--- src/rtl/spi_cfg_sequencer.sv ---
// Purpose : replays a host-loaded config table to the jitter-cleaner SPI engine, interleaves single host transactions, then pulses SYNC.
// Latency : HOST_REQ seen in IDLE -> SPI_GO three cycles later; HOST_ACK lands GAP_CYCLES cycles after SPI_DONE is accepted.
// Backpressure: one SPI transaction in flight at a time; the host holds HOST_REQ until HOST_ACK; table writes are dropped during a run.
//
// Optional feature macro: SPI_SEQ_SYNC_EN. When defined, a completed table run ends with a SYNC pulse of SYNC_CYCLES cycles.
// When undefined, there is no SYNC state, SYNC is tied low and a completed run returns to IDLE straight from ARB.
//
// Ports:
//   CLK_1MHZ, RST                    : clock (rising edge), synchronous active-high reset
//   TBL_WE/TBL_ADDR/TBL_DATA         : table write port, entry = {sel[1:0], word[31:0]}
//   SEQ_LEN, START, BUSY, ERR        : table run control/status (ERR is sticky timeout flag)
//   HOST_REQ/SEL/WORD/ACK/RDATA/ERR  : single host transaction handshake
//   SPI_GO/DONE/IN/OUT/SEL           : SPI engine handshake and data
//   SYNC                             : sync request to the clock chips
module spi_cfg_sequencer #(
    parameter int DEPTH       = 32,
    parameter int GAP_CYCLES  = 4,
    parameter int TIMEOUT     = 255,
    parameter int SYNC_CYCLES = 8,
    localparam int AW         = $clog2(DEPTH)
) (
    input  logic          CLK_1MHZ,
    input  logic          RST,
    input  logic          TBL_WE,
    input  logic [AW-1:0] TBL_ADDR,
    input  logic [33:0]   TBL_DATA,
    input  logic [AW:0]   SEQ_LEN,
    input  logic          START,
    output logic          BUSY,
    output logic          ERR,
    input  logic          HOST_REQ,
    input  logic [1:0]    HOST_SEL,
    input  logic [31:0]   HOST_WORD,
    output logic          HOST_ACK,
    output logic [31:0]   HOST_RDATA,
    output logic          HOST_ERR,
    output logic          SPI_GO,
    input  logic          SPI_DONE,
    output logic [31:0]   SPI_IN,
    input  logic [31:0]   SPI_OUT,
    output logic [1:0]    SPI_SEL,
    output logic          SYNC
);

    typedef enum logic [2:0] {
        S_IDLE,
        S_ARB,
        S_LOAD,
        S_GO,
        S_WAIT,
        S_GAP
`ifdef SPI_SEQ_SYNC_EN
        , S_SYNC
`endif
    } state_t;

    localparam int TW      = $clog2(TIMEOUT + 1);
    // GAP and SYNC never overlap, so one phase counter serves both.
    localparam int CNT_MAX = (GAP_CYCLES > SYNC_CYCLES) ? GAP_CYCLES : SYNC_CYCLES;
    localparam int CW      = $clog2(CNT_MAX + 1);

    localparam logic [TW-1:0] WAIT_LAST = TW'(TIMEOUT - 1);
    localparam logic [TW-1:0] WAIT_SAT  = TW'(TIMEOUT);
    localparam logic [CW-1:0] GAP_LAST  = CW'(GAP_CYCLES - 1);
`ifdef SPI_SEQ_SYNC_EN
    localparam logic [CW-1:0] SYNC_LAST = CW'(SYNC_CYCLES - 1);
`endif

    state_t        state_q, state_d;

    logic [33:0]   mem [DEPTH];
    logic [33:0]   ram_q;

    logic [AW:0]   len_q;
    logic [AW:0]   idx_q;
    logic          run_q;       // table run pending (spans interleaved host transactions)
    logic          host_q;      // current transaction belongs to the host
    logic          err_q;
    logic          txn_err_q;   // current transaction timed out
    logic [TW-1:0] wait_cnt_q;
    logic [CW-1:0] cnt_q;
    logic [31:0]   spi_in_q;
    logic [1:0]    spi_sel_q;
    logic [31:0]   rdata_q;

    logic done_ok;
    logic timed_out;
    logic gap_last;
    logic table_done;
`ifdef SPI_SEQ_SYNC_EN
    logic sync_last;
    assign sync_last = (state_q == S_SYNC) && (cnt_q == SYNC_LAST);
`endif

    // DONE is a level that may still be high from the previous word, so it
    // is only trusted from the second WAIT cycle on.
    assign done_ok    = (state_q == S_WAIT) && (wait_cnt_q != '0) && SPI_DONE;
    assign timed_out  = (state_q == S_WAIT) && !done_ok && (wait_cnt_q == WAIT_LAST);
    assign gap_last   = (state_q == S_GAP) && (cnt_q == GAP_LAST);
    assign table_done = (idx_q == len_q);

    // Table RAM: no reset so contents survive RST; read is always addressed
    // by idx so the word is ready one cycle after ARB, i.e. in LOAD.
    always_ff @(posedge CLK_1MHZ) begin
        if (TBL_WE && !run_q) begin
            mem[TBL_ADDR] <= TBL_DATA;
        end
        ram_q <= mem[idx_q[AW-1:0]];
    end

    always_ff @(posedge CLK_1MHZ) begin
        if (RST) begin
            state_q <= S_IDLE;
        end else begin
            state_q <= state_d;
        end
    end

    always_comb begin
        state_d = state_q;
        case (state_q)
            S_IDLE: begin
                if (START || HOST_REQ) begin
                    state_d = S_ARB;
                end
            end
            S_ARB: begin
                if (HOST_REQ) begin
                    state_d = S_LOAD;
                end else if (run_q) begin
`ifdef SPI_SEQ_SYNC_EN
                    state_d = table_done ? S_SYNC : S_LOAD;
`else
                    state_d = table_done ? S_IDLE : S_LOAD;
`endif
                end else begin
                    state_d = S_IDLE;
                end
            end
            S_LOAD: state_d = S_GO;
            S_GO:   state_d = S_WAIT;
            S_WAIT: begin
                if (done_ok || timed_out) begin
                    state_d = S_GAP;
                end
            end
            S_GAP: begin
                if (gap_last) begin
                    if (host_q) begin
                        state_d = run_q ? S_ARB : S_IDLE;
                    end else begin
                        // A timed-out table word aborts the run, skipping SYNC.
                        state_d = txn_err_q ? S_IDLE : S_ARB;
                    end
                end
            end
`ifdef SPI_SEQ_SYNC_EN
            S_SYNC: begin
                if (sync_last) begin
                    state_d = S_IDLE;
                end
            end
`endif
            default: state_d = S_IDLE;
        endcase
    end

    always_comb begin
        SPI_GO   = (state_q == S_GO);
        BUSY     = (state_q != S_IDLE);
        HOST_ACK = gap_last && host_q;
        HOST_ERR = gap_last && host_q && txn_err_q;
`ifdef SPI_SEQ_SYNC_EN
        SYNC     = (state_q == S_SYNC);
`else
        SYNC     = 1'b0;
`endif
    end

    always_ff @(posedge CLK_1MHZ) begin
        if (RST) begin
            len_q      <= '0;
            idx_q      <= '0;
            run_q      <= 1'b0;
            host_q     <= 1'b0;
            err_q      <= 1'b0;
            txn_err_q  <= 1'b0;
            wait_cnt_q <= '0;
            cnt_q      <= '0;
            spi_in_q   <= '0;
            spi_sel_q  <= '0;
            rdata_q    <= '0;
        end else begin
            case (state_q)
                S_IDLE: begin
                    if (START) begin
                        len_q <= SEQ_LEN;
                        idx_q <= '0;
                        err_q <= 1'b0;
                        run_q <= 1'b1;
                    end
                end
                S_ARB: begin
                    host_q <= HOST_REQ;
                    cnt_q  <= '0;
                    if (!HOST_REQ && table_done) begin
                        run_q <= 1'b0;
                    end
                end
                S_LOAD: begin
                    spi_in_q  <= host_q ? HOST_WORD : ram_q[31:0];
                    spi_sel_q <= host_q ? HOST_SEL  : ram_q[33:32];
                    txn_err_q <= 1'b0;
                end
                S_GO: begin
                    wait_cnt_q <= '0;
                end
                S_WAIT: begin
                    if (wait_cnt_q != WAIT_SAT) begin
                        wait_cnt_q <= wait_cnt_q + 1'b1;
                    end
                    if (done_ok && host_q) begin
                        rdata_q <= SPI_OUT;
                    end
                    if (timed_out) begin
                        err_q     <= 1'b1;
                        txn_err_q <= 1'b1;
                    end
                    cnt_q <= '0;
                end
                S_GAP: begin
                    cnt_q <= cnt_q + 1'b1;
                    if (gap_last && !host_q) begin
                        idx_q <= idx_q + 1'b1;
                        if (txn_err_q) begin
                            run_q <= 1'b0;
                        end
                    end
                end
`ifdef SPI_SEQ_SYNC_EN
                S_SYNC: begin
                    cnt_q <= cnt_q + 1'b1;
                end
`endif
                default: ;
            endcase
        end
    end

    assign ERR        = err_q;
    assign SPI_IN     = spi_in_q;
    assign SPI_SEL    = spi_sel_q;
    assign HOST_RDATA = rdata_q;

endmodule
--- config.mk ---
export PLATFORM = sky130hd
export DESIGN_NAME = spi_cfg_sequencer
export DESIGN_NICKNAME = d
export VERILOG_FILES = /design/src/rtl/spi_cfg_sequencer.sv
export SDC_FILE = /design/constraint.sdc
export NUM_CORES = 1
export LEC_CHECK = 0
export CAP_MARGIN = 30
export CELL_PAD_IN_SITES_DETAIL_PLACEMENT = 1
export CELL_PAD_IN_SITES_GLOBAL_PLACEMENT = 1
export CORE_MARGIN = 5
export CORE_UTILIZATION = 35
export DETAILED_ROUTE_END_ITERATION = 8
export PLACE_DENSITY = 0.63
export SKIP_LAST_GASP = 1
export SLEW_MARGIN = 20
export SYNTH_ARGS = -nofsm -noshare
export SYNTH_HDL_FRONTEND = slang
export SYNTH_SLANG_ARGS = --single-unit
--- constraint.sdc ---
create_clock -name CLK_1MHZ -period 3.6 [get_ports CLK_1MHZ]
set_input_delay 0.54 -clock CLK_1MHZ [delete_from_list [all_inputs] [get_ports CLK_1MHZ]]
set_output_delay 0.54 -clock CLK_1MHZ [all_outputs]
set_load 0.02 [all_outputs]
Yosys cells after proc, flatten, opt, wreduce, memory -nomap -nowiden. Memories as Yosys holds them, arrays and structs flattened. A register that Yosys moved wholly into a read port is not among the register bits. Cells that the tools add are included.

Logic and storage cells: 98. Memory bits (writable): 1088. Input bits: 117. Output and inout bits: 72. Register bits after elaboration: 97. Memories: 1.

Memories: mem (words 32, bits a word 34, rd ports 1, clocked after memory_dff 1, write ports 1, line 71) `logic [33:0] mem [DEPTH];`.

Mux-type cells: 29. $add $sub $neg: 3. Eq/ne operators: 18. Reductions and logical operators: 35.

Operators by type and width (number): $mux W32 (1); $pmux W3 S6 (1); $pmux W8 S2 (1); $mux W6 (2); $ne A2 B2 Y1 const B (6); $pmux W6 S2 (1); $logic_and A1 B1 Y1 (11); $mux W1 (11); $reduce_bool A2 Y1 (5); $mux W3 (3); $reduce_and A3 Y1 (3); $add A8 B1 Y8 const B (1); $eq A8 B8 Y1 const B (1); $mux W2 (4); $mux W8 (1); $ne A8 B8 Y1 const B (1); $pmux W4 S2 (1); $reduce_and A2 Y1 (4); $reduce_bool A8 Y1 (1); $add A6 B1 Y6 const B (1); $eq A3 B2 Y1 const B (2); $eq A3 B3 Y1 const B (2); $eq A6 B6 Y1 (1); $ne A2 B1 Y1 const B (3); other kinds (11) (17).

Logic depth before layout (Yosys ltp).
Depth after elaboration: 9. Mapped depth: 9. Depth with buffers taken out: 6.

Least setup slack after synthesis. OpenSTA, ideal clock, no wires.

Path kind: input to register. Start point: input TBL_WE. End point: memory mem[13][0] (enable). Setup time: 0.425 ns. Stages on the path: 4. Path buffers: 1. Data required time: 3.175 ns. Data arrival time: 2.699 ns. Setup slack: 0.475 ns. Cells stage by stage: nand2b_1 -> or3b_2 -> clkbuf_1 -> nor2_1.

Longest elaborated chain between the ends: 3.

Ends and longest elaborated chain: start: declaration (line 24) `input logic TBL_WE,`; $logic_and A1 B1 Y1 (line 105) `if (TBL_WE && !run_q) begin`; $mux W1 (line 105); $mux W1 (implied by the code) (line 106) `mem[TBL_ADDR] <= TBL_DATA;`; end: declaration (line 71).

Every way passes these cells.

Worst setup path after layout.
Start point: register state_q[0]. End point: output HOST_ERR.

Longest elaborated chain between the ends: 4.

Ends and longest elaborated chain: start: declaration (line 69) `state_t state_q, state_d;`; start signal: assignment (line 115) `state_q <= state_d;`; $eq A3 B3 Y1 (line 99) `assign gap_last = (state_q == S_GAP) && (cnt_q == GAP_LAST);`; $logic_and A1 B1 Y1 (line 99); $logic_and A1 B1 Y1 (2 in a row) (line 172) `HOST_ERR = gap_last && host_q && txn_err_q;`; end: declaration (line 36) `output logic HOST_ERR,`.

Every way passes these cells.

==> results.py <==
metrics = {
    "sta": {
        "hold_viol_final": 0,
        "setup_viol_count_final": 0,
        "fin_crit_ns": 3.44,
        "relSlewSlack_pct": 35.6,
        "slew_viol_final": 0,
        "period_share_pct": 95.6,
        "skew_ns": 0.0270,
        "holdWs_ns": 0.355,
        "setup_tns_ns": 0,
        "tightestPinTransition_ns": 0.941,
        "fmax_mhz": 291,
        "rsz0062_at_grt": "no",
    },
    "synth": {
        "synth_fa_ha_area_share_pct": 0.135,
        "ys_types": 57,
        "synth.area.mux_share_pct": 14.4,
        "synth_top_family_by_area": "multiplexers",
        "synthArstFlopShare_pct": 0,
        "ys_seq_area_share_pct": 76.4,
        "synth_edf_count": 1088,
        "syn_area_sq_um": 46200,
        "synth-compound-area-share_pct": 5.01,
        "synth-xor-area-share_pct": 0.171,
        "syn-num-nets": 2441,
        "synth_top_area_cell": "edfxtp_1",
        "synth.top_cells.by_area": "edfxtp_1 (71%), mux4_2 (10%), dfxtp_1 (5.7%), mux2i_1 (4.4%), nor2_1 (0.94%)",
        "yosys_warnings": 0,
        "synth_seq_cells": 1219,
        "synth-simple-area-share_pct": 2.20,
        "postSynthCellCount": 2319,
        "synth_top_area_share_pct": 70.8,
        "ys.flop_type": "edfxtp_1",
        "avgSynthCellArea_sq_um": 19.9,
    },
    "floorplan": {
        "start_util_pct": 35.2,
        "coreArea_sq_um": 131000,
        "die-width_um": 373,
        "dieHeight_um": 373,
        "placement_rows": 133,
        "io_pins": 189,
        "dieArea_sq_um": 139000,
    },
    "routing": {
        "wl_per_cell_um": 27.2,
        "viasPerCell": 5.31,
        "antenna_left": 0,
        "top_layer": "met5",
        "dr_wl_met2_um": 57900,
        "dr.first_iter.drc_count": 2065,
        "wl_met1_um": 52900,
        "wirelength_um": 122000,
        "route.met3.wl_um": 8840,
        "num_vias": 23800,
        "drc": 0,
        "dr.pass1.iters": 5,
    },
    "power_and_ir_drop": {
        "intPower_uw": 24000,
        "switching_share_pct": 21.4,
        "pwr-share-seq_pct": 51.3,
        "p_per_area_nw_per_um2": 552,
        "p_clk_share_pct": 43.1,
        "p_leak_uw": 0.0171,
        "p_sw_uw": 6530,
        "finalPower_uw": 30600,
        "p_comb_share_pct": 5.6,
        "peakVddDrop_uv": 489,
    },
    "global_routing": {
        "grt_pass1_vias": 25600,
        "grt_pass1_wl_um": 179000,
        "grt_max_degree": 71,
        "antenna_found_initial": 8,
        "grt_usage_pct": 17.3,
        "gr-total-overflow": 0,
    },
    "critical_path": {
        "arrival_ns": 2.90,
        "start_kind": "flop",
        "criticalPathCategory": "reg -> out",
        "crit_fanout": 15,
        "required_ns": 3.06,
        "setup.worst_path.end_class": "primary output",
    },
    "placed_design": {
        "routabilityCongestion": 0.805,
        "hpwl_um": 75700,
        "port_buffers": 187,
    },
    "clocking": {
        "insertion_delay_ns": 0.73,
        "root_buffer": "clkbuf_16",
        "h-tree-depth": 4,
        "post-cts-setup-buffers": 0,
        "cts_hold_buf": 0,
        "cts_buffers": 130,
        "cts.repair.resized": 0,
        "clkSlewWorstSetupHoldPaths_ns": 0.06,
        "clock_sinks": 1219,
        "clock_tree.buffer_depth": 3,
        "cts_tree": "built",
    },
    "layout": {
        "layout-drive-gt1-share_pct": 21.4,
        "nets": 2739,
        "area_delta_synth_final_pct": 20.0,
    },
    "hold_path": {
        "hold_class": "in -> reg",
    },
    "flow_run": {
        "drv_cap": 0,
    },
    "run_status": {
        "status": "finished, final reports clean",
    },
}
## stage by stage
stage | cell area [sq um] | utilization [%] | std cells | worst slack [ns]
6_report | 55400 | 42.2 | 4484 | 0.160
5_1_grt | 55400 | 42.2 | 4481 | 0.00934
4_1_cts | 55400 | 42.2 | 4480 | 0.0863
3_5_place_dp | 51200 | 39.0 | 4239 | 0.631
3_3_place_gp | 51200 | 39.0 | 4238 | 0.480
2_1_floorplan | 46200 | - | 2319 | 0.475
## cells in the mapped netlist (all sizes together) (24+ instances only)
cell type and count:
o221ai 34, nand2 24, a2111oi 25, o22ai 34
a211oi 46, buf 69, a21oi 79, mux2i 204
a22oi 53, nor2 116, mux4 204, edfxtp 1088
clkbuf 73, a22o 25, dfxtp 131
## per-layer routing
layer	vias up	GRT usage, %
met4	2	4.15
li1	10200	-
met2	789	27.7
met3	167	4.25
met5	-	0
met1	12700	24.0
## state kept, by name (all words and copies together) (netlist names)
register / count
mem: 1088
ram_q: 34
HOST_RDATA: 32
SPI_IN: 32
wait_cnt_q: 8
idx_q: 6
len_q: 6
cnt_q: 4
state_q: 3
SPI_SEL: 2
ERR: 1
host_q: 1
run_q: 1
txn_err_q: 1
## power by group through the flow
stage          clock [uW]  sequential, uW  combinational, uW
6_report            13200           15700               1700
5_1_grt             14100           15700               1820
4_1_cts             13500           15700               1730
3_5_place_dp            0           16000               1720
3_3_place_gp            0           16000               1680
2_1_floorplan           0           15900                923
## logic make-up (layout without fill, tap and decap cells)
logic type / Yosys count / after routing
multiplexers: 409 / 409
buffers and inverters: 149 / 556
AND/OR/NAND/NOR: 209 / 209
adder cells (fa/ha/maj): 5 / 5
flip-flops: 1219 / 1219
other: 1 / 4
AO/OA/AOI/OAI: 318 / 318
XOR/XNOR: 9 / 9
## critical path, cell delays in order (launching register included)
cell and delay, ns:
dfxtp_1 0.69, and3b_1 0.42, and3_1 0.30, and2_1 0.15, clkdlybuf4s50_1 0.61
## cells in the final DEF, fill, tap and decap left out, types with 4 or more instances in the layout
master,netlist,layout
clkbuf_1,73,25
nand3b_1,8,8
mux4_2,204,204
dfxtp_4,0,4
o22ai_1,34,34
a211oi_1,46,46
a21oi_1,79,79
or3_1,10,10
a22o_1,25,25
clkdlybuf4s50_1,0,182
ha_1,5,5
buf_4,11,81
mux2i_1,204,204
or3b_2,3,4
or4_1,4,4
o221ai_1,34,34
clkbuf_8,0,6
a22oi_1,53,53
inv_6,0,7
nor2_4,0,33
a2111oi_2,6,6
inv_1,7,7
nand2_1,24,24
bufinv_16,0,10
nand3_1,10,10
xor2_1,9,9
clkbuf_16,0,135
nand2b_1,6,6
clkinv_2,0,27
edfxtp_1,1088,1088
buf_12,1,39
buf_2,31,6
a2111oi_0,19,18
clkinv_1,0,24
nor3_1,6,6
o21ai_0,7,7
dfxtp_1,131,126
nor2_1,116,83
## final timing paths
kind               start    endpoint  slack, ns  cells after the start
max           state_q[0]    HOST_ERR       0.16                      4
min          TBL_DATA[3]  mem[17][3]       0.36                      1
max reg2reg     idx_q[0]   ram_q[33]       0.66                      5
min reg2reg     len_q[1]    len_q[1]       0.47                      2
## area by class of cell
type	instances	area [sq um]
diodes	3	7.51
clock buffers	166	3550
clock inverters	75	682
fillers	12400	75900
inverters	7	26.3
multi-input cells	951	10400
flip-flops and latches	1219	35300
well taps	1755	2200
repair buffers	308	3240
Note: power is estimated with default switching activity, not from simulation.
